===== src/rtl/uart_pkg.sv =====
// Shared constants for the UART receiver.
//   - FSM state encoding (IDLE/START/DATA/STOP)
//   - default frame geometry (8 data bits, 1 stop bit = 16 ticks)
//   - oversampling constants (16x, mid start bit at tick 7)
package uart_pkg;

  localparam logic [1:0] ST_IDLE  = 2'd0;
  localparam logic [1:0] ST_START = 2'd1;
  localparam logic [1:0] ST_DATA  = 2'd2;
  localparam logic [1:0] ST_STOP  = 2'd3;

  localparam int DBIT_DEF    = 8;
  localparam int SB_TICK_DEF = 16;

  localparam int START_MID  = 7;
  localparam int OVERSAMPLE = 16;

endpackage


===== src/rtl/uart_rx_sync_2ff.sv =====
// Two-flop synchronizer for a single asynchronous input.
// Ports:
//   clk   - destination clock
//   rst_n - asynchronous active-low reset; both flops load RST_VAL
//   d     - asynchronous input
//   q     - synchronized output (2 clk cycles of latency)
module sync_2ff #(
  parameter logic RST_VAL = 1'b1
) (
  input  logic clk,
  input  logic rst_n,
  input  logic d,
  output logic q
);

  logic r_ff1;
  logic r_ff2;

  always_ff @(posedge clk or negedge rst_n) begin
    if (!rst_n) begin
      r_ff1 <= RST_VAL;
      r_ff2 <= RST_VAL;
    end else begin
      r_ff1 <= d;
      r_ff2 <= r_ff1;
    end
  end

  assign q = r_ff2;

endmodule


===== src/rtl/uart_rx.sv =====
// UART receiver with 16x oversampling, DBIT data bits LSB first, and a stop
// period of SB_TICK ticks. Glitch starts (line high again at mid start bit)
// are dropped; a stop bit sampled low gives a framing-error pulse.
// Ports:
//   clk          - system clock
//   reset        - asynchronous active-low reset
//   s_tick       - one-clk pulse at 16x baud
//   rx           - raw serial line, idle high, asynchronous
//   dout         - last received word (updated on good and bad frames)
//   rx_done_tick - one-cycle pulse, frame ended with stop bit = 1
//   frame_err    - one-cycle pulse, frame ended with stop bit = 0
module uart_rx
  import uart_pkg::*;
#(
  parameter int DBIT    = DBIT_DEF,
  parameter int SB_TICK = SB_TICK_DEF
) (
  input  logic            clk,
  input  logic            reset,
  input  logic            s_tick,
  input  logic            rx,
  output logic [DBIT-1:0] dout,
  output logic            rx_done_tick,
  output logic            frame_err
);

  localparam int NW = (DBIT > 1) ? $clog2(DBIT) : 1;

  logic            w_rx_s;
  logic            r_rx_q;
  logic [1:0]      r_state;
  logic [4:0]      r_s;
  logic [NW-1:0]   r_n;
  logic [DBIT-1:0] r_b;
  logic [DBIT-1:0] r_dout;
  logic            r_done;
  logic            r_ferr;

  sync_2ff #(.RST_VAL(1'b1)) u_sync (
    .clk   (clk),
    .rst_n (reset),
    .d     (rx),
    .q     (w_rx_s)
  );

  // Previous synchronized sample, used for falling-edge start detection.
  always_ff @(posedge clk or negedge reset) begin
    if (!reset) r_rx_q <= 1'b1;
    else        r_rx_q <= w_rx_s;
  end

  always_ff @(posedge clk or negedge reset) begin
    if (!reset) begin
      r_state <= ST_IDLE;
      r_s     <= '0;
      r_n     <= '0;
      r_b     <= '0;
      r_dout  <= '0;
      r_done  <= 1'b0;
      r_ferr  <= 1'b0;
    end else begin
      r_done <= 1'b0;
      r_ferr <= 1'b0;
      case (r_state)
        ST_IDLE: begin
          // Only a fresh falling edge starts a frame, so a held-low line
          // (break after a framing error) never retriggers.
          if (r_rx_q && !w_rx_s) begin
            r_state <= ST_START;
            r_s     <= '0;
          end
        end
        ST_START: begin
          if (s_tick) begin
            if (r_s == 5'(START_MID)) begin
              if (!w_rx_s) begin
                r_state <= ST_DATA;
                r_s     <= '0;
                r_n     <= '0;
              end else begin
                r_state <= ST_IDLE;
              end
            end else begin
              r_s <= r_s + 5'd1;
            end
          end
        end
        ST_DATA: begin
          if (s_tick) begin
            if (r_s == 5'(OVERSAMPLE - 1)) begin
              r_b <= {w_rx_s, r_b[DBIT-1:1]};
              r_s <= '0;
              if (r_n == NW'(DBIT - 1)) r_state <= ST_STOP;
              else                      r_n     <= r_n + NW'(1);
            end else begin
              r_s <= r_s + 5'd1;
            end
          end
        end
        default: begin  // ST_STOP
          if (s_tick) begin
            if (r_s == 5'(SB_TICK - 1)) begin
              r_dout  <= r_b;
              r_done  <= w_rx_s;
              r_ferr  <= ~w_rx_s;
              r_state <= ST_IDLE;
            end else begin
              r_s <= r_s + 5'd1;
            end
          end
        end
      endcase
    end
  end

  assign dout         = r_dout;
  assign rx_done_tick = r_done;
  assign frame_err    = r_ferr;

endmodule


===== config.mk =====
export PLATFORM = sky130hd
export DESIGN_NAME = uart_rx
export DESIGN_NICKNAME = d
export VERILOG_FILES = /design/src/rtl/uart_pkg.sv /design/src/rtl/uart_rx_sync_2ff.sv /design/src/rtl/uart_rx.sv
export SDC_FILE = /design/constraint.sdc
export NUM_CORES = 1
export LEC_CHECK = 0
export BUFFER_PORTS_ARGS = -buffer_cell sky130_fd_sc_hd__buf_2
export CAP_MARGIN = 10
export CORE_MARGIN = 2
export CORE_UTILIZATION = 55
export CTS_CLUSTER_DIAMETER = 60
export DETAILED_ROUTE_END_ITERATION = 10
export GPL_TIMING_DRIVEN = 0
export PLACE_DENSITY = 0.8
export SYNTH_ARGS = -nofsm -noshare
export SYNTH_HDL_FRONTEND = slang
export SYNTH_SLANG_ARGS = --single-unit
export TNS_END_PERCENT = 30

===== constraint.sdc =====
create_clock -name clk -period 3.7 [get_ports clk]
set_input_delay 0.37 -clock clk [delete_from_list [all_inputs] [get_ports clk]]
set_output_delay 0.37 -clock clk [all_outputs]
set_load 0.01 [all_outputs]

==> results of run 1 <==
[area by class of cell]
type	count	area share
Buffer	4	0.0124
Clock buffer	7	0.0342
Clock inverter	1	0.00311
Inverter	7	0.0163
Multi-Input combinational cell	73	0.389
Sequential cell	31	0.484
Tap cell	30	0.0233
Timing Repair Buffer	12	0.0373
[where the power goes]
part | internal (mW) | total (mW) | switching, mW
clock network | 0.0919 | 0.202 | 0.110
registers | 0.382 | 0.423 | 0.0410
logic | 0.0965 | 0.203 | 0.106
total | 0.570 | 0.828 | 0.258
[worst paths after layout]
path / from / cells after the start / slack [ns] / endpoint
worst max-delay path: r_s[0] / 6 / 1.50 / dout[0]
worst min-delay path: reset / 1 / 0.07 / r_s[2]
worst max register to register: r_s[0] / 6 / 1.50 / dout[0]
worst min register to register: u_sync.r_ff1 / 0 / 0.36 / u_sync.q
max in group asynchronous: reset / 1 / 3.19 / dout[3]
min in group clk: rx / 1 / 0.13 / u_sync.r_ff1
[critical path, delay by kind of cell, from the launching register on]
family | cells | cell delay (ns)
adder cells (fa/ha/maj) | 2 | 0.55
buffers and inverters | 1 | 0.11
flip-flops | 1 | 0.39
multiplexers | 1 | 0.43
AND/OR/NAND/NOR | 2 | 0.61
[logic make-up (layout without fill, tap and decap cells)]
| group | Yosys count | in the layout | share of synthesized area |
|---|---|---|---|
| buf+inv | 11 | 31 | 0.0319 |
| compound gates | 16 | 16 | 0.0923 |
| fa+ha+maj | 6 | 6 | 0.0517 |
| simple gates | 30 | 30 | 0.127 |
| mux | 21 | 21 | 0.160 |
| flops | 31 | 31 | 0.537 |
[cells in the mapped netlist (all sizes together)]
| cell | number | area [um^2] |
|---|---|---|
| nand2 | 8 | 30.0 |
| a32oi | 1 | 8.76 |
| o21bai | 1 | 7.51 |
| a31oi | 1 | 6.26 |
| a2111oi | 1 | 27.5 |
| mux2 | 18 | 203 |
| nand4 | 2 | 12.5 |
| mux2i | 3 | 30.0 |
| nand3 | 3 | 15.0 |
| nor2 | 4 | 15.0 |
| dfstp | 3 | 78.8 |
| dfrtp | 28 | 701 |
| and3b | 1 | 8.76 |
| or2b | 1 | 7.51 |
| nor2b | 2 | 12.5 |
| and4bb | 1 | 16.3 |
| a22o | 1 | 8.76 |
| nor4b | 2 | 23.8 |
| inv | 7 | 26.3 |
| nor3b | 1 | 7.51 |
| nand3b | 1 | 7.51 |
| a21oi | 3 | 18.8 |
| o21a | 1 | 7.51 |
| a211o | 1 | 8.76 |
| and3 | 1 | 6.26 |
| o21ai | 4 | 23.8 |
| nand2b | 2 | 12.5 |
| nand4b | 1 | 8.76 |
| buf | 4 | 20.0 |
| ha | 6 | 75.1 |
| a31o | 1 | 8.76 |
| o211ai | 1 | 7.51 |
[through the flow]
step	hold WS (ns)	total power, mW	util	worst slack, ns
floorplan	0.0744	0.579	-	1.82
global placement	0.347	0.612	0.620	1.64
detailed placement	0.347	0.630	0.620	1.50
CTS	0.0840	0.834	0.644	1.50
global route	0.118	0.879	0.644	1.35
finish	0.0654	0.828	0.644	1.50
[flip-flops by register name, indices dropped and copies added (netlist names)]
name and count:
dout 8, r_b 8, r_s 5, r_n 3, r_state 2, frame_err 1, r_rx_q 1, rx_done_tick 1
u_sync.q 1, u_sync.r_ff1 1
[routing by layer]
metal / routed length (um) / share of wire / up-vias
met4: 48 / 0.019 / 0
li1: - / - / 448
met1: 1100 / 0.44 / 471
met3: 140 / 0.056 / 7
met2: 1220 / 0.49 / 21
met5: 0 / 0 / -
==> impl_results.md, run 1 <==
* # Post-CTS Setup Buffers at 0
* Sink Count at 31
* Status: finished clean
* Area of the multi-input gates at 626 um^2
* Fillers at 193
* Maximum buffer depth of the clock tree at 2
* Mapped Cells at 115
* Setup TNS at 0 ns
* Max Fclk at 0.454 GHz
* Avg Inst Size Synth at 12.6 um^2
* Max-slew violations at 0
* # IOs at 14
* Slowest CP cell: nand4_1
* Vias in the first global route at just over 900
* Cell area power density at 515 nW/um^2
* Diodes inserted at 0
* DR vias at 947
* Starting Density at 0.581
* Unrepaired setup endpoints after global routing: no
* WS Path Type: reg -> reg
* Crit. End Element: flip-flop
* CP dominant cell by count: ha_1
* Worst Clk Skew at ~0.0075 ns
* Final cell count without fillers at 165
* M2 GR Usage at 0.281
* Synthesized Nets at 125
* Max Cap Violations at 0
* Grt ovf at 0
* Most frequent cells in the layout: dfrtp_1 (28), mux2_2 (17), buf_2 (16)
* Largest net degree at the start of global routing at 32
* Initial antenna violation count at 0
* Hold-fix buffers at CTS at 0
* Top Usage Layer GRT: met2
* Post_cts resized at 0
* Core Region at ~2500 um^2
* Commonest non-fill, non-tap cell in the layout: dfrtp_1
* GR Util met3 at 0.0562
* Pin slew with the least headroom to its limit at 0.681 ns
* Sequential Area at 779 um^2
* Cell count after placement at 157
* H-tree levels at 2
* Sequential area share after synthesis at 0.537
* CP required at around 3.9 ns
* Met1 usage at 0.227
* CP max FO at 9
* DRT Pass-1 Iters at 4
* Hold WC Path Type: in -> async
* Detailed placement HPWL at 1740 um
* WL final at 2500 um
* Worst Path Arrival at between 2 and 2.5 ns
* Worst rel slew slack at 0.546
* Period Utilization, post-route at 0.595
* Leak at 0.816 nW
* Mapped Area at around 1500 um^2
* Worst VDD drop at between 300 and 400 uV
* DR WL/cell at between 15 and 20 um
* Row count at 18
* FF+latch count, synth at 31
* Synth Warn # at 0
* Design Area, Final at roughly 1600 um^2
* CTS root buf: clkbuf_4
* Gp weighted congestion at between 0.7 and 0.8
* Layout cells sized above 1 at 0.363
* Die height at about 55 um
* Cell Chain, Critical Path: ha_1 -> nand3_1 -> inv_1 -> ha_1 -> nand4_1 -> mux2_2
* All-Layer GR Usage at 0.184
* Clk_lat worst skew at 0.33 ns
* TritonCTS clock tree: done
* Die X at 55.4 um
* Die ar. at approximately 3100 um^2
* Drc violations at 0
* Global-route wire length before repair at roughly 4300 um
* Area delta synth->final at 10.9%
* CTS Buf Count at 5
* Fin nets at 144
* Final setup vio count at 0
* Library cells used by synthesis at 36
* Reg clk slew, reported paths at approximately 0.09 ns
* Worst setup SP type: flip-flop
* Routed Antenna Nets at 0
* Initial drt markers at 35
* Fin. Hold Viols at 0
* Port bufs at 12
* Min Clock Period, post-route at roughly 2.2 ns
* DP Area at 1550 um^2
* Via density at 5.74
* Max incr delay on CP at 0.46 ns
Note: power is estimated with default switching activity, not from simulation.
==> inputs of run 2 (changes only) <==
--- a/config.mk
+++ b/config.mk
@@ -5,14 +5,15 @@
 export SDC_FILE = /design/constraint.sdc
 export NUM_CORES = 1
 export LEC_CHECK = 0
+export ABC_AREA = 1
 export BUFFER_PORTS_ARGS = -buffer_cell sky130_fd_sc_hd__buf_2
 export CAP_MARGIN = 10
 export CORE_MARGIN = 2
-export CORE_UTILIZATION = 55
+export CORE_UTILIZATION = 52
 export CTS_CLUSTER_DIAMETER = 60
 export DETAILED_ROUTE_END_ITERATION = 10
 export GPL_TIMING_DRIVEN = 0
-export PLACE_DENSITY = 0.8
+export PLACE_DENSITY = 0.79
 export SYNTH_ARGS = -nofsm -noshare
 export SYNTH_HDL_FRONTEND = slang
 export SYNTH_SLANG_ARGS = --single-unit
==> constraint.sdc (replaced) <==
create_clock -name clk -period 2 [get_ports clk]
set_input_delay 0.2 -clock clk [delete_from_list [all_inputs] [get_ports clk]]
set_output_delay 0.2 -clock clk [all_outputs]
set_load 0.01 [all_outputs]
==> run 2 against run 1 <==
Compared with the run above: area after synthesis rose by 9.7%; flip-flop and latch count unchanged; global-route usage is 1.9 points higher; clock power is 110% higher; sequential share of layout area down 4.9 points; synthesized cell count grew 52%; fmax increased by 24%; setup slack lost 1.3 ns.
==> impl_results.md, run 2 <==
* Status: finished clean
* Adder and majority gate portion of the synthesized area at 0.0472 (-0.00455)
* Period Utilization, post-route at 0.888 (+0.293)
* Row count at 20 (+2)
* Setup TNS at 0 ns (unchanged)
* Mapped Cells at 175 (+52%)
* Global-route wire length before repair at 5220 um (+23%)
* Flop pwr share at 0.427 (-0.084)
* Core Region at 2980 um^2 (+19%)
* CP max FO at 4 (-5)
* Leak at 0.891 nW (+9.2%)
* Top post-synthesis cells by area: dfrtp_1 (44%), nand2_1 (13%), inv_1 (5.2%)
* Cell Chain, Critical Path: ha_1 -> nand2_1 -> nor2_2 -> ha_2 -> nand2_1 -> a21oi_4 -> nand3_1 -> nand2_1 -> nand2_1
* Sw frac at 0.364 (+0.0528)
* Synth Warn # at 0 (unchanged)
* Synthesized Nets at 185 (+48%)
* Commonest non-fill, non-tap cell in the layout: nand2_1
* TritonCTS clock tree: done
* WL final at 2860 um (+14%)
* Combinational family with the most area after synthesis: simple AND/OR/NAND/NOR gates
* Post-Synth Simple-Gate Area at 0.263 (+0.137)
* Slowest CP cell: dfrtp_1
* Avg Inst Size Synth at 9.09 um^2 (-28%)
* Reg clk slew, reported paths at 0.11 ns (+0.02 ns)
* # IOs at 14 (unchanged)
* Most common cell in the netlist: nand2_1
* Clk_lat worst skew at 0.33 ns (about the same)
* Yosys top cell area share at 0.440 (-0.0425)
* Logic pwr share at 0.324 (+0.079)
* Initial antenna violation count at 0 (unchanged)
* DRT Pass-1 Iters at 4 (unchanged)
* Via density at 5.16 (-10%)
* Gp weighted congestion at 0.831 (+14%)
* Final setup vio count at 0 (unchanged)
* Maximum buffer depth of the clock tree at 2 (unchanged)
* Layout cells sized above 1 at 0.273 (-0.0902)
* Unrepaired setup endpoints after global routing: no
* Fillers at 248 (+28%)
* Library cells used by synthesis at 23 (-36%)
* Worst VDD drop at 688 uV (+90%)
* Crit. End Element: flip-flop
* CP required at 2.21 ns (-1.71 ns)
* Max incr delay on CP at 0.40 ns (-0.06 ns)
* R2r setup slk at 0.22 ns (-1.28 ns)
* Area delta synth->final at 12.6%
* Cell area power density at 942 nW/um^2 (+83%)
* Max-slew violations at 0 (unchanged)
* Fin. Hold Viols at 0 (unchanged)
* Mux cell area share after synthesis at 0 (-0.160)
* Top cell type by total area after synthesis: dfrtp_1
* Max Cap Violations at 0 (unchanged)
* CP dominant cell by count: nand2_1
* Die ar. at 3520 um^2 (+15%)
* WS Path Type: reg -> reg
* Post-synth top cells: nand2_1 (53), dfrtp_1 (28), inv_1 (22)
* Grt ovf at 0 (unchanged)
* FF+latch count, synth at 31 (unchanged)
* Detailed placement HPWL at 2100 um (+21%)
* Most frequent cells in the layout: nand2_1 (53), dfrtp_1 (28), inv_1 (22)
* DR WL/cell at 12.4 um (-18%)
* Die height at 59.3 um (+7.1%)
* Main flop type after synthesis: dfrtp_1
* Largest net degree at the start of global routing at 32 (unchanged)
* Min Clock Period, post-route at 1.78 ns (-0.425 ns)
* H-tree levels at 2 (unchanged)
* Post-synthesis xor/xnor area fraction at 0.00550 (+0.00550)
* # Post-CTS Setup Buffers at 0 (unchanged)
* CTS root buf: clkbuf_4
* Clock share of power at 0.249 (+0.005)
* Mapped Area at 1590 um^2 (+9.7%)
* Hold WC Path Type: in -> reg
* Worst setup SP type: flip-flop
* Ys async rst share at 1.00 (unchanged)
* Die X at 59.3 um (+7.1%)
* Pin slew with the least headroom to its limit at 0.671 ns (-0.0105 ns)
* Fin Hold WS at 0.184 ns (+0.118 ns)
* Switching power total at 0.615 mW (+140%)
* Vias in the first global route at 1173 (+27%)
* Worst Clk Skew at 0.0174 ns (+0.00987 ns)
* Max Fclk at 0.563 GHz (+24%)
* Internal Pwr Total at 1.07 mW (+88%)
* Sequential area share after synthesis at 0.490 (-0.0473)
* Worst rel slew slack at 0.553 (+0.00699)
* Worst Path Arrival at 1.99 ns (-0.43 ns)
* Port bufs at 13 (+1)
* DR vias at 1192 (+26%)
* Fin nets at 207 (+44%)
* Drc violations at 0 (unchanged)
* Synth Area in Compound Gates at 0.101 (+0.00917)
* Initial drt markers at 28 (-20%)
* Routed Antenna Nets at 0 (unchanged)
* Starting Density at 0.534 (-0.0461)
* Number of synthesized flops with an enable pin at 0 (unchanged)
* Sink Count at 31 (unchanged)
* Diodes inserted at 0 (unchanged)
* CTS Buf Count at 5 (unchanged)
* All-Layer GR Usage at 0.203 (+0.0195)
-- run 2: cell types whose count changed after synthesis, sizes merged, moves of 3 or more --
cell	before	now
inv	7	26
mux2	18	0
mux2i	3	0
nand2	8	57
nand3	3	13
nor2	4	11
o21ai	4	20
-- run 2: worst max-delay path: cells and delay by family (launching register included) --
| family | cells | cell delay (ns) |
|---|---|---|
| fa+ha+maj | 2 | 0.45 |
| flops | 1 | 0.40 |
| simple gates | 6 | 0.61 |
| compound gates | 1 | 0.19 |
-- run 2: worst paths after layout --
| check | from | end | cells after the start |
|---|---|---|---|
| hold / removal | s_tick | rx_done_tick | 3 |
| setup reg to reg | r_s[0] | r_n[1] | 9 |
| setup / recovery | r_s[0] | r_n[1] | 9 |
| min in group asynchronous | reset | r_state[0] | 2 |
| hold reg to reg | u_sync.r_ff1 | u_sync.q | 0 |
| max in group asynchronous | reset | r_b[0] | 2 |
-- run 2: cell type report --
type                    count  area, um^2  area share
flip-flops and latches     31         779       0.435
multi-input cells         114         669       0.374
inverters                  26         103      0.0573
repair buffers             15        85.1      0.0475
clock buffers               8        68.8      0.0384
plain buffers               4        45.0      0.0251
well taps                  33        41.3      0.0230
-- run 2: timing repair --
action / CTS / global route
gates resized for setup: 0 / 2
hold buffers: 2 / 0
hold endpoints to repair: 29 / 0
endpoints found under the setup margin: 0 / 13
-- run 2: cells by family (layout without fill, tap and decap cells) --
logic type / count (synthesis) / count (layout)
adders and majority gates: 6 / 6
and+or+nand+nor: 86 / 86
AOI/OAI and AO/OA: 21 / 21
xor gates and xnor gates: 1 / 1
buffers and inverters: 30 / 53
DFF: 31 / 31
-- run 2: metrics by stage --
stage	utilization	total power, mW	area, um^2	instances	worst slack (ns)
3_3_place_gp	0.570	1.25	1700	221	0.244
4_1_cts	0.600	1.70	1790	231	0.139
6_report	0.602	1.69	1790	231	0.224
2_1_floorplan	-	1.17	1590	175	0.411
5_1_grt	0.602	1.80	1790	231	0.0361
3_5_place_dp	0.570	1.28	1700	221	0.161
-- run 2: power groups by stage --
stage | registers (mW) | logic (mW) | clock network (mW)
final | 0.721 | 0.547 | 0.420
after global routing | 0.728 | 0.620 | 0.456
after CTS | 0.722 | 0.551 | 0.427
after detailed placement | 0.733 | 0.546 | 0
after global placement | 0.729 | 0.518 | 0
after floorplan | 0.723 | 0.445 | 0
-- run 2: layer usage --
metal / global-route usage / share of wire / vias to the layer above
li1: - / - / 591
met5: 0 / 0 / -
met3: 0.0611 / 0.041 / 7
met2: 0.325 / 0.52 / 21
met4: 0.0974 / 0.024 / 0
met1: 0.250 / 0.42 / 573
